## src/rtl/gamma_pkg.sv

```systemverilog
// rtl/gamma_pkg.sv - shared constants and FSM encoding for the gamma layer
// Purpose : byte/state widths, FSM state encoding and byte-slice helpers
// Ports   : none (package)
package gamma_pkg;

  localparam int BYTE_W    = 8;
  localparam int NUM_BYTES = 16;
  localparam int STATE_W   = BYTE_W * NUM_BYTES;

  // Byte 0 lives in the most significant byte of the state word.
  localparam int TOP_BYTE_HI = STATE_W - 1;
  localparam int TOP_BYTE_LO = STATE_W - BYTE_W;

  typedef enum logic [1:0] {
    ST_IDLE = 2'd0,
    ST_RUN  = 2'd1,
    ST_DONE = 2'd2
  } gamma_state_e;

endpackage

```

## src/rtl/gamma_serial_sbox.sv

```systemverilog
// rtl/gamma_serial_sbox.sv - 8-bit involutive substitution box
// Purpose : purely combinational table lookup, sbox(sbox(x)) == x
// Ports   : x - byte in
//           y - substituted byte out
module gamma_serial_sbox
  import gamma_pkg::*;
(
  input  logic [BYTE_W-1:0] x,
  output logic [BYTE_W-1:0] y
);

  localparam logic [7:0] SBOX [256] = '{
    8'ha7, 8'hd3, 8'he6, 8'h71, 8'hd0, 8'hac, 8'h4d, 8'h79, 8'h3a, 8'hc9, 8'h91, 8'hfc, 8'h1e, 8'h47, 8'h54, 8'hbd,
    8'h8c, 8'ha5, 8'h7a, 8'hfb, 8'h63, 8'hb8, 8'hdd, 8'hd4, 8'he5, 8'hb3, 8'hc5, 8'hbe, 8'ha9, 8'h88, 8'h0c, 8'ha2,
    8'h39, 8'hdf, 8'h29, 8'hda, 8'h2b, 8'ha8, 8'hcb, 8'h4c, 8'h4b, 8'h22, 8'haa, 8'h24, 8'h41, 8'h70, 8'ha6, 8'hf9,
    8'h5a, 8'he2, 8'hb0, 8'h36, 8'h7d, 8'he4, 8'h33, 8'hff, 8'h60, 8'h20, 8'h08, 8'h8b, 8'h5e, 8'hab, 8'h7f, 8'h78,
    8'h7c, 8'h2c, 8'h57, 8'hd2, 8'hdc, 8'h6d, 8'h7e, 8'h0d, 8'h53, 8'h94, 8'hc3, 8'h28, 8'h27, 8'h06, 8'h5f, 8'had,
    8'h67, 8'h5c, 8'h55, 8'h48, 8'h0e, 8'h52, 8'hea, 8'h42, 8'h5b, 8'h5d, 8'h30, 8'h58, 8'h51, 8'h59, 8'h3c, 8'h4e,
    8'h38, 8'h8a, 8'h72, 8'h14, 8'he7, 8'hc6, 8'hde, 8'h50, 8'h8e, 8'h92, 8'hd1, 8'h77, 8'h93, 8'h45, 8'h9a, 8'hce,
    8'h2d, 8'h03, 8'h62, 8'hb6, 8'hb9, 8'hbf, 8'h96, 8'h6b, 8'h3f, 8'h07, 8'h12, 8'hae, 8'h40, 8'h34, 8'h46, 8'h3e,
    8'hdb, 8'hcf, 8'hec, 8'hcc, 8'hc1, 8'ha1, 8'hc0, 8'hd6, 8'h1d, 8'hf4, 8'h61, 8'h3b, 8'h10, 8'hd8, 8'h68, 8'ha0,
    8'hb1, 8'h0a, 8'h69, 8'h6c, 8'h49, 8'hfa, 8'h76, 8'hc4, 8'h9e, 8'h9b, 8'h6e, 8'h99, 8'hc2, 8'hb7, 8'h98, 8'hbc,
    8'h8f, 8'h85, 8'h1f, 8'hb4, 8'hf8, 8'h11, 8'h2e, 8'h00, 8'h25, 8'h1c, 8'h2a, 8'h3d, 8'h05, 8'h4f, 8'h7b, 8'hb2,
    8'h32, 8'h90, 8'haf, 8'h19, 8'ha3, 8'hf7, 8'h73, 8'h9d, 8'h15, 8'h74, 8'hee, 8'hca, 8'h9f, 8'h0f, 8'h1b, 8'h75,
    8'h86, 8'h84, 8'h9c, 8'h4a, 8'h97, 8'h1a, 8'h65, 8'hf6, 8'hed, 8'h09, 8'hbb, 8'h26, 8'h83, 8'heb, 8'h6f, 8'h81,
    8'h04, 8'h6a, 8'h43, 8'h01, 8'h17, 8'he1, 8'h87, 8'hf5, 8'h8d, 8'he3, 8'h23, 8'h80, 8'h44, 8'h16, 8'h66, 8'h21,
    8'hfe, 8'hd5, 8'h31, 8'hd9, 8'h35, 8'h18, 8'h02, 8'h64, 8'hf2, 8'hf1, 8'h56, 8'hcd, 8'h82, 8'hc8, 8'hba, 8'hf0,
    8'hef, 8'he9, 8'he8, 8'hfd, 8'h89, 8'hd7, 8'hc7, 8'hb5, 8'ha4, 8'h2f, 8'h95, 8'h13, 8'h0b, 8'hf3, 8'he0, 8'h37
  };

  // Fully populated table: every input has an entry, so no latch is possible.
  assign y = SBOX[x];

endmodule

```

## src/rtl/gamma_serial.sv

```systemverilog
// rtl/gamma_serial.sv - byte-serial gamma (S-box) layer of the cipher round
// Purpose : substitutes all bytes of a state through one shared sbox, one byte/cycle
// Ports   : clk, rst               - clock, async active-high reset
//           in_valid/in_ready/in_data    - upstream state handshake
//           out_valid/out_ready/out_data - downstream state handshake
//           busy                  - high while bytes are being substituted
module gamma_serial
  import gamma_pkg::*;
#(
  parameter int NUM_BYTES = 16,
  parameter int CNT_W     = 4
) (
  input  logic                        clk,
  input  logic                        rst,
  input  logic                        in_valid,
  output logic                        in_ready,
  input  logic [BYTE_W*NUM_BYTES-1:0] in_data,
  output logic                        out_valid,
  input  logic                        out_ready,
  output logic [BYTE_W*NUM_BYTES-1:0] out_data,
  output logic                        busy
);

  localparam int SW = BYTE_W * NUM_BYTES;
  localparam logic [CNT_W-1:0] LAST_CNT = CNT_W'(NUM_BYTES - 1);

  gamma_state_e      state_q, state_d;
  logic [CNT_W-1:0]  cnt_q;
  logic [SW-1:0]     shift_q;
  logic [BYTE_W-1:0] sbox_out;
  logic              load;
  logic              last_byte;

  gamma_serial_sbox u_sbox (
    .x (shift_q[SW-1 -: BYTE_W]),
    .y (sbox_out)
  );

  assign last_byte = (state_q == ST_RUN) && (cnt_q == LAST_CNT);

  always_comb begin
    state_d   = state_q;
    in_ready  = 1'b0;
    out_valid = 1'b0;
    busy      = 1'b0;
    load      = 1'b0;
    case (state_q)
      ST_IDLE: begin
        in_ready = 1'b1;
        if (in_valid) begin
          load    = 1'b1;
          state_d = ST_RUN;
        end
      end
      ST_RUN: begin
        busy = 1'b1;
        if (last_byte) state_d = ST_DONE;
      end
      ST_DONE: begin
        out_valid = 1'b1;
        // A new state may enter on the same edge the result leaves.
        in_ready  = out_ready;
        if (out_ready) begin
          if (in_valid) begin
            load    = 1'b1;
            state_d = ST_RUN;
          end else begin
            state_d = ST_IDLE;
          end
        end
      end
      default: state_d = ST_IDLE;
    endcase
  end

  always_ff @(posedge clk or posedge rst) begin
    if (rst) begin
      state_q  <= ST_IDLE;
      cnt_q    <= '0;
      shift_q  <= '0;
      out_data <= '0;
    end else begin
      state_q <= state_d;
      if (load) begin
        shift_q <= in_data;
        cnt_q   <= '0;
      end else if (state_q == ST_RUN) begin
        // Substituted byte re-enters at the bottom, so after NUM_BYTES
        // shifts every byte is back in its original position.
        shift_q <= {shift_q[SW-BYTE_W-1:0], sbox_out};
        cnt_q   <= cnt_q + 1'b1;
      end
      if (last_byte) out_data <= {shift_q[SW-BYTE_W-1:0], sbox_out};
    end
  end

endmodule

```

## config.mk

```make
export PLATFORM = sky130hd
export DESIGN_NAME = gamma_serial
export DESIGN_NICKNAME = d
export VERILOG_FILES = /design/src/rtl/gamma_pkg.sv /design/src/rtl/gamma_serial_sbox.sv /design/src/rtl/gamma_serial.sv
export SDC_FILE = /design/constraint.sdc
export NUM_CORES = 1
export LEC_CHECK = 0
export BUFFER_PORTS_ARGS = -buffer_cell sky130_fd_sc_hd__buf_2
export CELL_PAD_IN_SITES_DETAIL_PLACEMENT = 1
export CELL_PAD_IN_SITES_GLOBAL_PLACEMENT = 1
export CORE_UTILIZATION = 39
export DETAILED_ROUTE_END_ITERATION = 16
export PLACE_DENSITY_LB_ADDON = 0.15
export SLEW_MARGIN = 10
export SYNTH_ARGS = -nofsm -noshare
export SYNTH_HDL_FRONTEND = slang
export SYNTH_HIERARCHICAL = 1
export SYNTH_SLANG_ARGS = --single-unit
```

## constraint.sdc

```tcl
create_clock -name clk -period 9.4 [get_ports clk]
set_input_delay 1.88 -clock clk [delete_from_list [all_inputs] [get_ports clk]]
set_output_delay 1.88 -clock clk [all_outputs]
set_load 0.1 [all_outputs]
```

After elaboration in Yosys (flattened, before gate mapping) --
Memory sizes are Yosys's and may differ from the RTL's. Index checks and enable logic that the tools add are counted.
Word-level totals: memories 1, input port bits 132, output and inout port bits 131, logic and storage cells 35, ROM bits 2048, bits in registers 262
Cells by class: bitwise gates (word level) 1, mux-type cells 17, $add $sub $neg 1, eq/ne operators 6, reductions and logical operators 4, magnitude comparators 1
Memory list:
- (no name shown) | words 256, width 8, rd ports 1, clocked after memory_dff 0, wr ports 0, line gamma_serial_sbox.sv:32 | assign y = SBOX[x];
Operator list (count):
- 128-bit two-way mux | 2
- 8-bit two-way mux | 2
- 9-bit greater-or-equal comparator (second input constant) | 1
- 8-bit NOT with 9-bit output | 1
- 4-bit two-way mux | 2
- 2-bit two-way mux | 3
- 2-bit != test (second input constant) | 3
- 2-bit case mux with 3 select lines | 1
- 1-bit two-way mux | 5
- 4-bit by 1-bit adder with 4-bit output (second input constant) | 1
- 4-bit equality test (second input constant) | 1
- 1-bit case mux with 2 select lines | 2
- 3-bit AND reduction | 1
- 2-bit by 1-bit equality test with 1-bit output (second input constant) | 1
- 2-bit equality test (second input constant) | 1
- 2-bit zero test | 1
- 2-bit nonzero test | 1
- 1-bit logical AND | 1

Logic depth before layout (Yosys ltp) --
depth in word-level cells 6, depth in mapped cells 12, depth with buffers taken out 10

Hierarchy --
The synthesis kept the hierarchy.
By module, submodules not included:
- gamma_serial | cells an instance 1016, times used 1, sequential area each 6556.3 µm², area each 11238.3 µm²
- gamma_serial_sbox | cells an instance 547, times used 1, sequential area each 0.0 µm², area each 3435.8 µm²

Worst setup path after synthesis --
Ideal clock, no wire load.
path kind input port to output port, start point input out_ready, end point output in_ready, setup slack 3.926 ns, path buffers 3, stages on the path 5, data arrival time 3.594 ns, cell sequence nor2b_1 -> clkbuf_1 -> buf_2 -> buf_2 -> nor2_1
On the way: longest elaborated chain between the ends 1
RTL lines:
- start: declaration | line gamma_serial.sv:19 | input logic out_ready,
- 1-bit case mux with 2 select lines | line gamma_serial.sv:47 | case (state_q)
- end: declaration | line gamma_serial.sv:16 | output logic in_ready,
Every way passes these cells.

Final worst setup path --
start point register state_q[0], end point output busy
On the way: longest elaborated chain between the ends 2
RTL lines:
- start: declaration | line gamma_serial.sv:27 | gamma_state_e state_q, state_d;
- start signal: assignment | line gamma_serial.sv:83 | state_q <= state_d;
- 2-bit by 1-bit equality test with 1-bit output | line gamma_serial.sv:47
- 1-bit two-way mux | line gamma_serial.sv:47
- end: declaration | line gamma_serial.sv:21 | output logic busy
Every way passes these cells.

==> metrics <==
Slew Limit Headroom=between 10% and 20%; H-tree Lvls=1; crit share post-route=49.4%; number of synthesized register bits=262; kind of end point of the critical path=output pin; Vias/cell=6.06; register area share after synthesis=44.7%; antenna violations before repair=10; crit path kind=flip-flop to output pin; setup_tns=0 ns; crit path time final=approximately 4.6 ns; DIE WIDTH=196 microns; Filler cells=4306; max cap viols=0; GRT Total Usage=about 29%; Post-Syn Instances=1563; Max Root-Sink Buffers=3; hold-fix buffer count after cts=0; syn nets=1717; most common cell after layout, fill and taps aside=nand2_1; clk sinks=between 200 and 300; DRC=0; worst hold-check path type=flip-flop to flip-flop; area grow syn2layout=14.7%; asr flop ratio synth=100%; Distinct cells, synth=77; Worst Setup Start Kind=flip-flop; fin. max-slew vios=0; largest net degree at the start of global routing=118; Final Hold Fails=0; Final ANT Viol Nets=0; port buffer count=262; FP Rows=70; DRT Pass-1 Iters=5; drt wl/cell=about 26 microns; RSZ-0062 raised after global routing=false; gp weighted congestion=roughly 0.94; CTS tree=done; CP required=7.52 ns; Layout Nets=~1900; outcome=finished clean; Clk Tree Root Cell=clkbuf_16; via count=13400; Slew @ Worst Pin=~1.2 ns; die area=between 30000 and 40000 sq um; most frequent cells in the layout=nand2_1 (303), buf_2 (262), dfrtp_1 (258); layout cells sized above 1=28.6%; Iteration-0 DRC Markers=approximately 1100; initial core utilization=approximately two fifths; Routed WL=56700 microns; Peak Freq=0.215 GHz; Post-CTS Setup Inserts=0; Worst Skew=0.0212 ns; core box area=~37000 sq um; Worst EP arrival=2.76 ns; EDFF count, synth=0; first-pass GRT wire length=around 87000 microns; Worst-path clk slew=approximately 0.060 ns; Ys Warns=6; synthesized cell area=14700 sq um; I/O pins=between 200 and 300; number of global-route vias before repair=13800; synthesized area per cell=around 9.4 sq um; GRT Residual Overflow=0; Synth Flop Type=dfrtp_1; count of final setup violators=0; post-CTS sizing=0; worst skew pair latency=between 0.5 and 0.6 ns; Die Y=between 150 and 200 microns; cts bufs inserted=29; Max FO, Critical Path=60; HPWL Detailed=37200 microns
==> routing by layer <==
layer | wire length [microns] | up-vias | track usage, %
met5 | 37 | - | 0
met4 | 1920 | 6 | 10.1
met3 | 3460 | 104 | 4.90
met2 | 25500 | 496 | 44.3
met1 | 25800 | 6860 | 42.2
li1 | - | 5980 | -
==> final timing paths <==
path | cells after the start | startpoint | slack [ns] | endpoint
min | 1 | out_data[109]$_DFFE_PP0P_ | 0.50 | out_data[109]$_DFFE_PP0P_
max in group asynchronous | 3 | rst | 6.29 | shift_q[53]$_DFFE_PP0P_
min reg2reg | 1 | out_data[109]$_DFFE_PP0P_ | 0.50 | out_data[109]$_DFFE_PP0P_
max | 3 | state_q[0]$_DFFE_PP0P_ | 4.76 | busy
min in group asynchronous | 2 | rst | 1.46 | shift_q[41]$_DFFE_PP0P_
max reg2reg | 10 | shift_q[121]$_DFFE_PP0P_ | 5.37 | shift_q[4]$_DFFE_PP0P_
==> state kept, by name (all words and copies together), names as in the netlist <==
name,cells
shift_q,128
out_data,128
cnt_q,4
state_q,2
==> critical path, stage by stage, from the launching register on <==
cell and delay, ns:
dfrtp_1 0.48, nand2b_4 0.48, inv_4 0.66, buf_2 0.54
==> cells by family (layout without fill, tap and decap cells) <==
logic type | count (synthesis) | in the layout | synth area share [%]
compound gates | 371 | 371 | 16.9
xor+xnor | 4 | 4 | 0.239
fa+ha+maj | 22 | 22 | 1.88
buf+inv | 167 | 350 | 7.29
flops | 262 | 262 | 44.7
mux | 129 | 129 | 10.1
other cells | 0 | 6 | 0
simple gates | 608 | 608 | 18.8
==> metrics by stage <==
step / hold WS, ns / instance area, sq um / instances / setup WS (ns) / util, %
3_3_place_gp: 0.486 / 15800 / 2162 / 4.86 / 42.9
6_report: 0.498 / 16800 / 2220 / 4.76 / 45.7
5_1_grt: 0.518 / 16800 / 2217 / 4.64 / 45.7
4_1_cts: 0.504 / 16800 / 2214 / 4.70 / 45.7
3_5_place_dp: 0.488 / 15800 / 2162 / 4.80 / 42.9
2_1_floorplan: 0.502 / 14700 / 1563 / 0.308 / -
==> synth_stat cells (3+ instances only) <==
cell	n	area share, %
o311ai_0	11	0.66
ha_1	22	1.9
buf_4	20	1.0
o311ai_1	4	0.24
nand2_2	4	0.17
mux2_4	10	1.0
a311oi_1	12	0.72
nand2b_1	21	0.90
o21ai_1	11	0.38
inv_1	10	0.26
a211oi_1	16	0.82
or3_1	4	0.17
buf_2	55	1.9
o31ai_1	10	0.51
mux2_2	118	9.1
and2_1	9	0.38
o21ai_0	48	1.6
o221ai_1	7	0.42
clkbuf_1	46	1.2
buf_12	11	1.5
nor4_1	4	0.17
buf_1	6	0.15
o22ai_1	7	0.30
a21oi_1	37	1.3
nor3_1	152	5.2
a221oi_1	8	0.48
and2_4	3	0.18
nor2b_1	18	0.77
nand3_1	20	0.68
inv_2	3	0.077
nand4_1	5	0.21
nor2_2	3	0.13
buf_6	16	1.2
nand2_1	303	7.8
o211ai_1	11	0.56
a31oi_1	148	6.3
dfrtp_1	262	45
or2_1	3	0.13
nor2_1	45	1.2
a22oi_1	4	0.20
a32oi_1	7	0.42
==> cell type report <==
type	count	area, sq um	area share, %
diodes	6	15.0	0.0892
clock buffers	37	806	4.79
clock inverters	15	244	1.45
inverters	13	58.8	0.349
multi-input cells	1134	7070	42.0
flip-flops and latches	262	6560	39.0
well taps	468	586	3.48
repair buffers	285	1480	8.82
Power is not shown: default switching activity piles up to over one toggle a cycle in this logic, so the estimate is an artifact.
